`config.mk`:
```
export PLATFORM = sky130hd
export DESIGN_NAME = inst_fetch_unit
export DESIGN_NICKNAME = d
export VERILOG_FILES = /design/src/rtl/inst_fetch_unit_pkg.sv /design/src/rtl/inst_fetch_unit_queue.sv /design/src/rtl/inst_fetch_unit.sv
export VERILOG_INCLUDE_DIRS = /design/src /design/src/rtl
export SDC_FILE = /design/constraint.sdc
export NUM_CORES = 1
export LEC_CHECK = 0
export CAP_MARGIN = 20
export CELL_PAD_IN_SITES_DETAIL_PLACEMENT = 0
export CELL_PAD_IN_SITES_GLOBAL_PLACEMENT = 1
export CORE_MARGIN = 5
export CORE_UTILIZATION = 45
export CTS_BUF_LIST = sky130_fd_sc_hd__clkbuf_8
export CTS_CLUSTER_DIAMETER = 40
export DETAILED_ROUTE_END_ITERATION = 8
export MAX_ROUTING_LAYER = met4
export PLACE_DENSITY_LB_ADDON = 0.1
export SETUP_SLACK_MARGIN = 0.2
export SKIP_CTS_REPAIR_TIMING = 1
export SKIP_LAST_GASP = 1
export SYNTH_ARGS = -nofsm -noshare
export SYNTH_HDL_FRONTEND = slang
export SYNTH_SLANG_ARGS = --single-unit
```
`constraint.sdc`:
```
create_clock -name clk -period 9.55 [get_ports clk]
set_clock_uncertainty 0.1 [all_clocks]
set_input_delay 1.91 -clock clk [delete_from_list [all_inputs] [get_ports clk]]
set_output_delay 1.91 -clock clk [all_outputs]
set_load 0.03 [all_outputs]
```
`src/rtl/Core.vh`:
```
// Core.vh -- constants shared by the fetch unit and its bench.
//   IM_ADDR_BIT : width of the instruction-memory word address
//   PC_INC      : byte increment from one fetch to the next
//   QS_*        : encodings of the fetch-queue occupancy states
`ifndef CORE_VH
`define CORE_VH

`define IM_ADDR_BIT 10
`define PC_INC      32'd4

`define QS_EMPTY    2'd0
`define QS_ONE      2'd1
`define QS_FULL     2'd2

`endif

```
`src/rtl/inst_fetch_unit_pkg.sv`:
```
// inst_fetch_unit_pkg -- types and helpers for the instruction fetch unit.
//   qstate_e      : fetch-queue occupancy (EMPTY / ONE / FULL)
//   fetch_entry_t : one queued {pc, inst} pair (64 bits)
//   PC_INC        : sequential fetch stride in bytes
//   align_pc()    : force a byte address onto a word boundary
`include "Core.vh"

package inst_fetch_unit_pkg;

    typedef enum logic [1:0] {
        Q_EMPTY = `QS_EMPTY,
        Q_ONE   = `QS_ONE,
        Q_FULL  = `QS_FULL
    } qstate_e;

    typedef struct packed {
        logic [31:0] pc;
        logic [31:0] inst;
    } fetch_entry_t;

    localparam logic [31:0] PC_INC = `PC_INC;

    function automatic logic [31:0] align_pc(input logic [31:0] addr);
        return {addr[31:2], 2'b00};
    endfunction

endpackage

```
`src/rtl/inst_fetch_unit_queue.sv`:
```
// fetch_queue -- two-entry FIFO of {pc, inst} pairs between fetch and decode.
// Ports:
//   clk, rst        : clock, asynchronous active-high reset
//   push, push_data : enqueue one 64-bit entry (ignored when full without pop)
//   pop             : dequeue the head entry (ignored when empty)
//   flush           : discard all entries; overrides push and pop
//   head_data       : current head entry (stable until popped)
//   full, empty     : occupancy flags
`include "Core.vh"

module fetch_queue
    import inst_fetch_unit_pkg::*;
(
    input  logic        clk,
    input  logic        rst,
    input  logic        push,
    input  logic        pop,
    input  logic        flush,
    input  logic [63:0] push_data,
    output logic [63:0] head_data,
    output logic        full,
    output logic        empty
);

    qstate_e     state_q, state_d;
    logic [63:0] entry0_q, entry0_d;   // head
    logic [63:0] entry1_q, entry1_d;   // second slot, valid only when FULL
    logic        push_ok;
    logic        pop_ok;

    always_ff @(posedge clk or posedge rst) begin
        if (rst) begin
            state_q  <= Q_EMPTY;
            entry0_q <= '0;
            entry1_q <= '0;
        end else begin
            state_q  <= state_d;
            entry0_q <= entry0_d;
            entry1_q <= entry1_d;
        end
    end

    always_comb begin
        state_d  = state_q;
        entry0_d = entry0_q;
        entry1_d = entry1_q;
        // A full queue can still accept a push in the cycle its head leaves.
        push_ok  = push & ((state_q != Q_FULL) | pop);
        pop_ok   = pop & (state_q != Q_EMPTY);

        if (flush) begin
            state_d = Q_EMPTY;
        end else begin
            case (state_q)
                Q_EMPTY: begin
                    if (push_ok) begin
                        entry0_d = push_data;
                        state_d  = Q_ONE;
                    end
                end
                Q_ONE: begin
                    case ({push_ok, pop_ok})
                        2'b11: entry0_d = push_data;   // replace head, stay ONE
                        2'b10: begin
                            entry1_d = push_data;
                            state_d  = Q_FULL;
                        end
                        2'b01: state_d = Q_EMPTY;
                        default: ;
                    endcase
                end
                Q_FULL: begin
                    if (pop_ok) begin
                        entry0_d = entry1_q;           // second slot becomes head
                        if (push_ok) begin
                            entry1_d = push_data;
                        end else begin
                            state_d = Q_ONE;
                        end
                    end
                end
                default: state_d = Q_EMPTY;
            endcase
        end
    end

    assign head_data = entry0_q;
    assign full      = (state_q == Q_FULL);
    assign empty     = (state_q == Q_EMPTY);

endmodule

```
`src/rtl/inst_fetch_unit.sv`:
```
// inst_fetch_unit -- sequential instruction fetch with redirect, halt and a
// two-entry output buffer feeding decode over a valid/ready stream.
// Optional feature: define FETCH_PERF_CNT_EN to add the fetch_cnt output.
// Ports:
//   clk, rst                   : clock, asynchronous active-high reset
//   im_addr / im_inst          : word address to, and same-cycle data from,
//                                the combinational instruction memory
//   redirect_valid/redirect_pc : branch/jump target from execute (flushes)
//   halt                       : stop issuing new fetches; queue still drains
//   fetch_cnt                  : (FETCH_PERF_CNT_EN only) delivered count
//   out_valid/out_ready        : handshake to decode
//   out_inst/out_pc            : head instruction and its byte address
`include "Core.vh"

module inst_fetch_unit
    import inst_fetch_unit_pkg::*;
#(
    parameter logic [31:0] RESET_PC = 32'h0000_0000
) (
    input  logic                    clk,
    input  logic                    rst,
    output logic [`IM_ADDR_BIT-1:0] im_addr,
    input  logic [31:0]             im_inst,
    input  logic                    redirect_valid,
    input  logic [31:0]             redirect_pc,
    input  logic                    halt,
`ifdef FETCH_PERF_CNT_EN
    output logic [31:0]             fetch_cnt,
`endif
    output logic                    out_valid,
    input  logic                    out_ready,
    output logic [31:0]             out_inst,
    output logic [31:0]             out_pc
);

    logic [31:0]  pc_q, pc_d;
    logic         pop;
    logic         push;
    logic         q_full;
    logic         q_empty;
    logic [63:0]  head_raw;
    fetch_entry_t push_entry;
    fetch_entry_t head_entry;

    assign pop  = out_valid & out_ready;
    assign push = ~halt & ~redirect_valid & (~q_full | pop);

    assign push_entry = '{pc: pc_q, inst: im_inst};

    always_ff @(posedge clk or posedge rst) begin
        if (rst) begin
            pc_q <= RESET_PC;
        end else begin
            pc_q <= pc_d;
        end
    end

    always_comb begin
        pc_d = pc_q;
        if (redirect_valid) begin
            pc_d = align_pc(redirect_pc);
        end else if (push) begin
            pc_d = pc_q + PC_INC;              // wraps naturally at 2^32
        end
    end

    assign im_addr = pc_q[`IM_ADDR_BIT+1:2];

    // The queue's own flush already beats pop; masking pop here as well keeps
    // the "no pop in a redirect cycle" rule visible at this level.
    fetch_queue u_queue (
        .clk       (clk),
        .rst       (rst),
        .push      (push),
        .pop       (pop & ~redirect_valid),
        .flush     (redirect_valid),
        .push_data (push_entry),
        .head_data (head_raw),
        .full      (q_full),
        .empty     (q_empty)
    );

    assign head_entry = head_raw;
    assign out_valid  = ~q_empty;
    assign out_inst   = head_entry.inst;
    assign out_pc     = head_entry.pc;

`ifdef FETCH_PERF_CNT_EN
    logic [31:0] fetch_cnt_q, fetch_cnt_d;

    always_ff @(posedge clk or posedge rst) begin
        if (rst) begin
            fetch_cnt_q <= '0;
        end else begin
            fetch_cnt_q <= fetch_cnt_d;
        end
    end

    always_comb begin
        fetch_cnt_d = fetch_cnt_q;
        if (pop && !redirect_valid) begin
            fetch_cnt_d = fetch_cnt_q + 32'd1;
        end
    end

    assign fetch_cnt = fetch_cnt_q;
`endif

endmodule

```
; After elaboration in Yosys (flattened, before gate mapping)
; Index checks and enable logic that the tools add are counted.
[op_classes]
add_sub_neg = 1
n_eq_ne = 15
muxes = 15
n_bitwise = 12
n_reduce_logical = 8
[ops]
columns = cell, n
row1 = $mux 64, 5
row2 = $pmux 64 s3, 1
row3 = $pmux 64 s2, 1
row4 = $mux 32, 2
row5 = $add 32x3->32 const B, 1
row6 = $reduce_and 5->1, 2
row7 = $mux 2, 4
row8 = $ne 2x1->1 const B, 4
row9 = $and 1x1->1, 6
row10 = $eq 2x2->1 const B, 3
row11 = $ne 3x2->1 const B, 2
row12 = $pmux 2 s3, 1
row13 = $reduce_bool 2->1, 3
row14 = $eq 2x1->1 const B, 2
row15 = $ne 2x2->1 const B, 2
row16 = $ne 4x3->1 const B, 1
row17 = $not 1->1, 4
row18 = $pmux 2 s2, 1
row19 = $reduce_and 4->1, 1
row20 = $ne 3x3->1 const B, 1
row21 = $reduce_bool 3->1, 1
row22 = $logic_not 2->1, 1
row23 = $or 1x1->1, 2
[word_totals]
register_bits = 162
output_inout_bits = 75

; Logic depth before layout (Yosys ltp)
[logic_depth]
depth_word = 10
ltp_mapped = 10

; Cells and area by module
; From an unflattened synthesis, not the netlist that was laid out.
[unflattened]
cells_unflattened = 615
hier_area_um2 = 7807.5
[by_module_without_submodules]
columns = mod, n_inst, cells_per_inst, area_per_inst_um2, seq_area_each_um2
row1 = fetch_queue, 1, 368, 5764.3, 3253.1
row2 = inst_fetch_unit, 1, 247, 2043.2, 750.7

; Worst setup path after synthesis
; Ideal clock, no wire load.
[synth_timing]
path_kind = in2reg
from = input redirect_valid
to = register u_queue.entry1_q[0]
setup_ns = 0.125
t_arrival_ns = 3.617
t_required_ns = 9.325
path_slack_ns = 5.708
cell_stages = 8
path_buffers = 3
cell_sequence = clkbuf_1 > clkbuf_1 > nand3b_1 > ha_1 > a22oi_1 > nor2_2 > buf_4 > mux2_2
[synth_between]
elab_chain_cells = 7
word_cells_on_any_way = 12
classes_between = 4 x eq/ne / 7 x bitwise / 1 x reduce/logical
[synth_rtl]
columns = element, line_no
row1 = from (decl), inst_fetch_unit.sv:24  ; input logic redirect_valid,
row2 = $not 1->1 (no source line) (*), --
row3 = "$and 1x1->1, on equally long branches", "inst_fetch_unit.sv:46, inst_fetch_unit.sv:75"
row4 = $and 1x1->1 / $or 1x1->1 (equally long branches), "inst_fetch_unit.sv:46, inst_fetch_unit_queue.sv:48"
row5 = $and 1x1->1, inst_fetch_unit_queue.sv:48  ; push_ok = push & ((state_q != Q_FULL) | pop);
row6 = $eq 2x2->1, inst_fetch_unit_queue.sv:62  ; case ({push_ok, pop_ok})
row7 = $ne 2x1->1 (no source line), --
row8 = $reduce_and 5->1 (no source line) (*), --
row9 = to (signal assigned), inst_fetch_unit_queue.sv:39  ; entry1_q <= entry1_d;
row10 = to (decl), inst_fetch_unit_queue.sv:27  ; logic [63:0] entry1_q, entry1_d;
; Mark *: on every way between the ends. The rest lies on a longest branch, timed or not.
; A chain may end at the register's enable or synchronous reset.

; Worst setup path in the final report
[layout_timing]
from = input halt
to = register u_queue.entry0_q[9], in the netlist u_queue.head_data[9]
[layout_between]
elab_chain_cells = 7
word_cells_on_any_way = 8
classes_between = 3 x eq/ne / 4 x bitwise / 1 x reduce/logical
[layout_rtl]
columns = element, line_no
row1 = from (decl), inst_fetch_unit.sv:26  ; input logic halt,
row2 = $not 1->1 (*), inst_fetch_unit.sv:46  ; assign push = ~halt & ~redirect_valid & (~q_full | pop);
row3 = $and 1x1->1 (*) (2 in a row), inst_fetch_unit.sv:46
row4 = $and 1x1->1 (*), inst_fetch_unit_queue.sv:48
row5 = $eq 2x2->1, inst_fetch_unit_queue.sv:62
row6 = $ne 2x2->1 (no source line), --
row7 = $reduce_and 5->1 (no source line) (*), --
row8 = to (signal assigned), inst_fetch_unit_queue.sv:38  ; entry0_q <= entry0_d;
row9 = to (decl), inst_fetch_unit_queue.sv:26  ; logic [63:0] entry0_q, entry0_d;
; Marks and branches as above.

==> impl_metrics.ini <==
[outcome]
status = complete, no violations

[synthesis]
synth_top_family_by_area = multiplexers
yosys-top-cells-area = dfrtp_1, mux2_2, mux2i_1
ys_warn_count = 0
synth_area_per_cell_um2 = 11.34
synth-edff-count = 0
synth_async_sr_flop_share = 1.000
synth_ff_type = dfrtp_1
ys_ff_latch = 156
synth_top_cell_area_share = 0.5437
synth_compound_area_frac = 0.06849
yosysSeqAreaShare = 0.5437
syn-cell-area_mm2 = 0.007179
synthXorXnorAreaFrac = 0.03416
syn_inst = 633
yosys.area_share.simple = 0.1133
synth_fa_ha_area_frac = 0.006971
synth_cell_types = 40
synth_top_area_cell = dfrtp_1
muxShareOfSynthArea = 0.1898

[timing]
hold_violations = 0
period_minus_slack_ps = 4853
period_share = 0.5082
fmax_mhz = 206.0
maxSlewViolCount = 0
fin_tns_setup_ps = 0
rsz0062_at_grt = no
slew-limit-headroom = 0.3518
setup_viol = 0
worstMarginPinSlew_ps = 972.2

[pwr]
peakVddDrop_mv = 0.1005
p_total_mw = 2.017
leakage_nw = 4.132
power.density_mw_per_mm2 = 223.2

[route]
drt_iter0_markers = 176
first_pass_iters = 4
wl_per_cell_um = 16.06
drcViolationCount = 0
ant_nets = 0
vias = 4952
wl_um = 15670
vias_per_cell = 5.074

[worst_setup_path]
regToRegSetupSlack_ps = 6220
r2r-end = u_queue.head_data[9]$_DFFE_PP0P_
r2r_start = u_queue.state_q[1]$_DFFE_PP0P_
critPathLaunchType = input pin
cp.required_ps = 9800
crit_path_end = u_queue.head_data[9]$_DFFE_PP0P_
path_class = input pin to flip-flop
critPathCaptureType = flip-flop
r2r_cells = 9
arrival_ps = 5100
worstSetupStartpoint = halt
crit_path_max_fanout = 98

[die]
die_w_um = 136.3
dieArea_mm2 = 0.01858
core-area_mm2 = 0.01577
fp.dieH_um = 136.3
io-pin-count = 144
placementRows = 46
start_util = 0.4553

[clock_tree]
clockBufferDepth = 2
htree_num_levels = 4
clk_transition_reported_paths_ps = 80
tritoncts = yes
cts_root_buf = clkbuf_8
cts_made_buffers = 17
clkSinkCount = 156
clk-insertion-delay-late_ps = 430

[placement]
io_buffer_count = 139
place_hpwl_um = 10300
gp_congestion = 0.7502

[global_routing]
grt_pass1_wl_um = 25810
grt_pass1_vias = 5012
antenna_found_initial = 0
grt-ovfl-total = 0
grt_util_all_layers = 0.1799
grt_start_max_net_pins = 103

[finish]
final_cell_mix = dfrtp_1, clkdlybuf4s50_1, nor2_1
n_antenna_cell = 0
seq_area_mm2 = 0.003904
finalCoreUtilization = 0.5728
layout_commonest_cell = dfrtp_1
finalNetCount = 821
drive_above_1_share = 0.1434
multi_input_area_mm2 = 0.002990
fillers = 1410
areaGrowthSynthToFinish_pct = 25.83

[job]
max-cap-violations = 0

[worst_hold_path]
hp-class = flip-flop to flip-flop
==> per-stage QoR <==
stage	area [µm²]	hold WS [ps]	std cells	worst slack (ps)
5_1_grt	9034	419.5	976	4418
4_1_cts	9034	412.1	976	4727
2_1_floorplan	7183	379.9	634	3333
3_3_place_gp	8612	387.9	945	4314
6_report	9034	407.8	976	4697
3_5_place_dp	8612	394.3	945	4254
==> power breakdown <==
group,leakage (nW),switching (mW),internal (mW)
registers,1.85,0.101,0.834
clock network,0.225,0.234,0.289
logic,2.06,0.287,0.271
total,4.13,0.622,1.39
==> state kept, by name (all words and copies together), names as in the netlist <==
register / flops
pc_q: 30
u_queue.state_q: 2
u_queue.entry1_q: 62
u_queue.head_data: 62
==> synthesized netlist by cell type, types with 2 or more instances <==
cell type and n:
o21ai_0 26, dfrtp_1 156, and4_1 5, xor2_1 17
nand3_1 10, inv_1 5, nor2_1 73, a21oi_1 66
buf_2 22, a22oi_1 2, clkbuf_1 7, ha_1 4
buf_4 19, and2_1 3, nor2b_1 2, nand4_1 13
mux2_2 65, xnor2_1 11, mux2i_1 63, nand2_1 38
nor4_1 2, nor3b_2 2, and3_1 5
==> layout make-up <==
cell class                      count  area share
Clock buffer                       22     0.03352
Tap cell                          216     0.02992
Sequential cell                   156      0.4321
Timing Repair Buffer              144      0.1576
Multi-Input combinational cell    424      0.3310
Inverter                            5    0.002632
Clock inverter                      9     0.01316
==> how the worst min path moves through the flow <==
stage                                                 from                               end  slack [ps]  cells after the start
after floorplan            u_queue.entry1_q[0]$_DFFE_PP0P_   u_queue.entry1_q[0]$_DFFE_PP0P_         380                      1
after CTS                 u_queue.entry1_q[39]$_DFFE_PP0P_  u_queue.entry1_q[39]$_DFFE_PP0P_         410                      1
after global placement     u_queue.entry1_q[9]$_DFFE_PP0P_   u_queue.entry1_q[9]$_DFFE_PP0P_         390                      1
final                      u_queue.entry1_q[8]$_DFFE_PP0P_   u_queue.entry1_q[8]$_DFFE_PP0P_         410                      1
after detailed placement  u_queue.entry1_q[37]$_DFFE_PP0P_  u_queue.entry1_q[37]$_DFFE_PP0P_         390                      1
after global routing      u_queue.entry1_q[42]$_DFFE_PP0P_  u_queue.entry1_q[42]$_DFFE_PP0P_         420                      1
==> cells by family after synthesis <==
| family | Yosys count |
|---|---|
| other | 1 |
| adders and majority gates | 4 |
| buffers and inverters | 54 |
| and+or+nand+nor | 166 |
| muxes | 128 |
| DFF | 156 |
| xor gates and xnor gates | 28 |
| AOI/OAI and AO/OA | 96 |
==> worst max-delay path, stage by stage <==
cell             delay, ps
clkdlybuf4s50_1        640
or3_1                  460
inv_1                  100
ha_1                   150
nand2_1                 80
a21oi_4                580
buf_4                  830
nor2_1                 100
a21oi_1                160
==> routing by layer <==
layer / track usage / wire (µm) / vias to the layer above / part of all wire
li1: - / - / 2422 / -
met2: 0.2768 / 7448 / 96 / 0.48
met4: 0.05207 / 189 / 0 / 0.012
met3: 0.03479 / 627 / 13 / 0.040
met5: - / 0 / - / 0
met1: 0.2444 / 7407 / 2421 / 0.47
(Power assumes the default switching activity.)
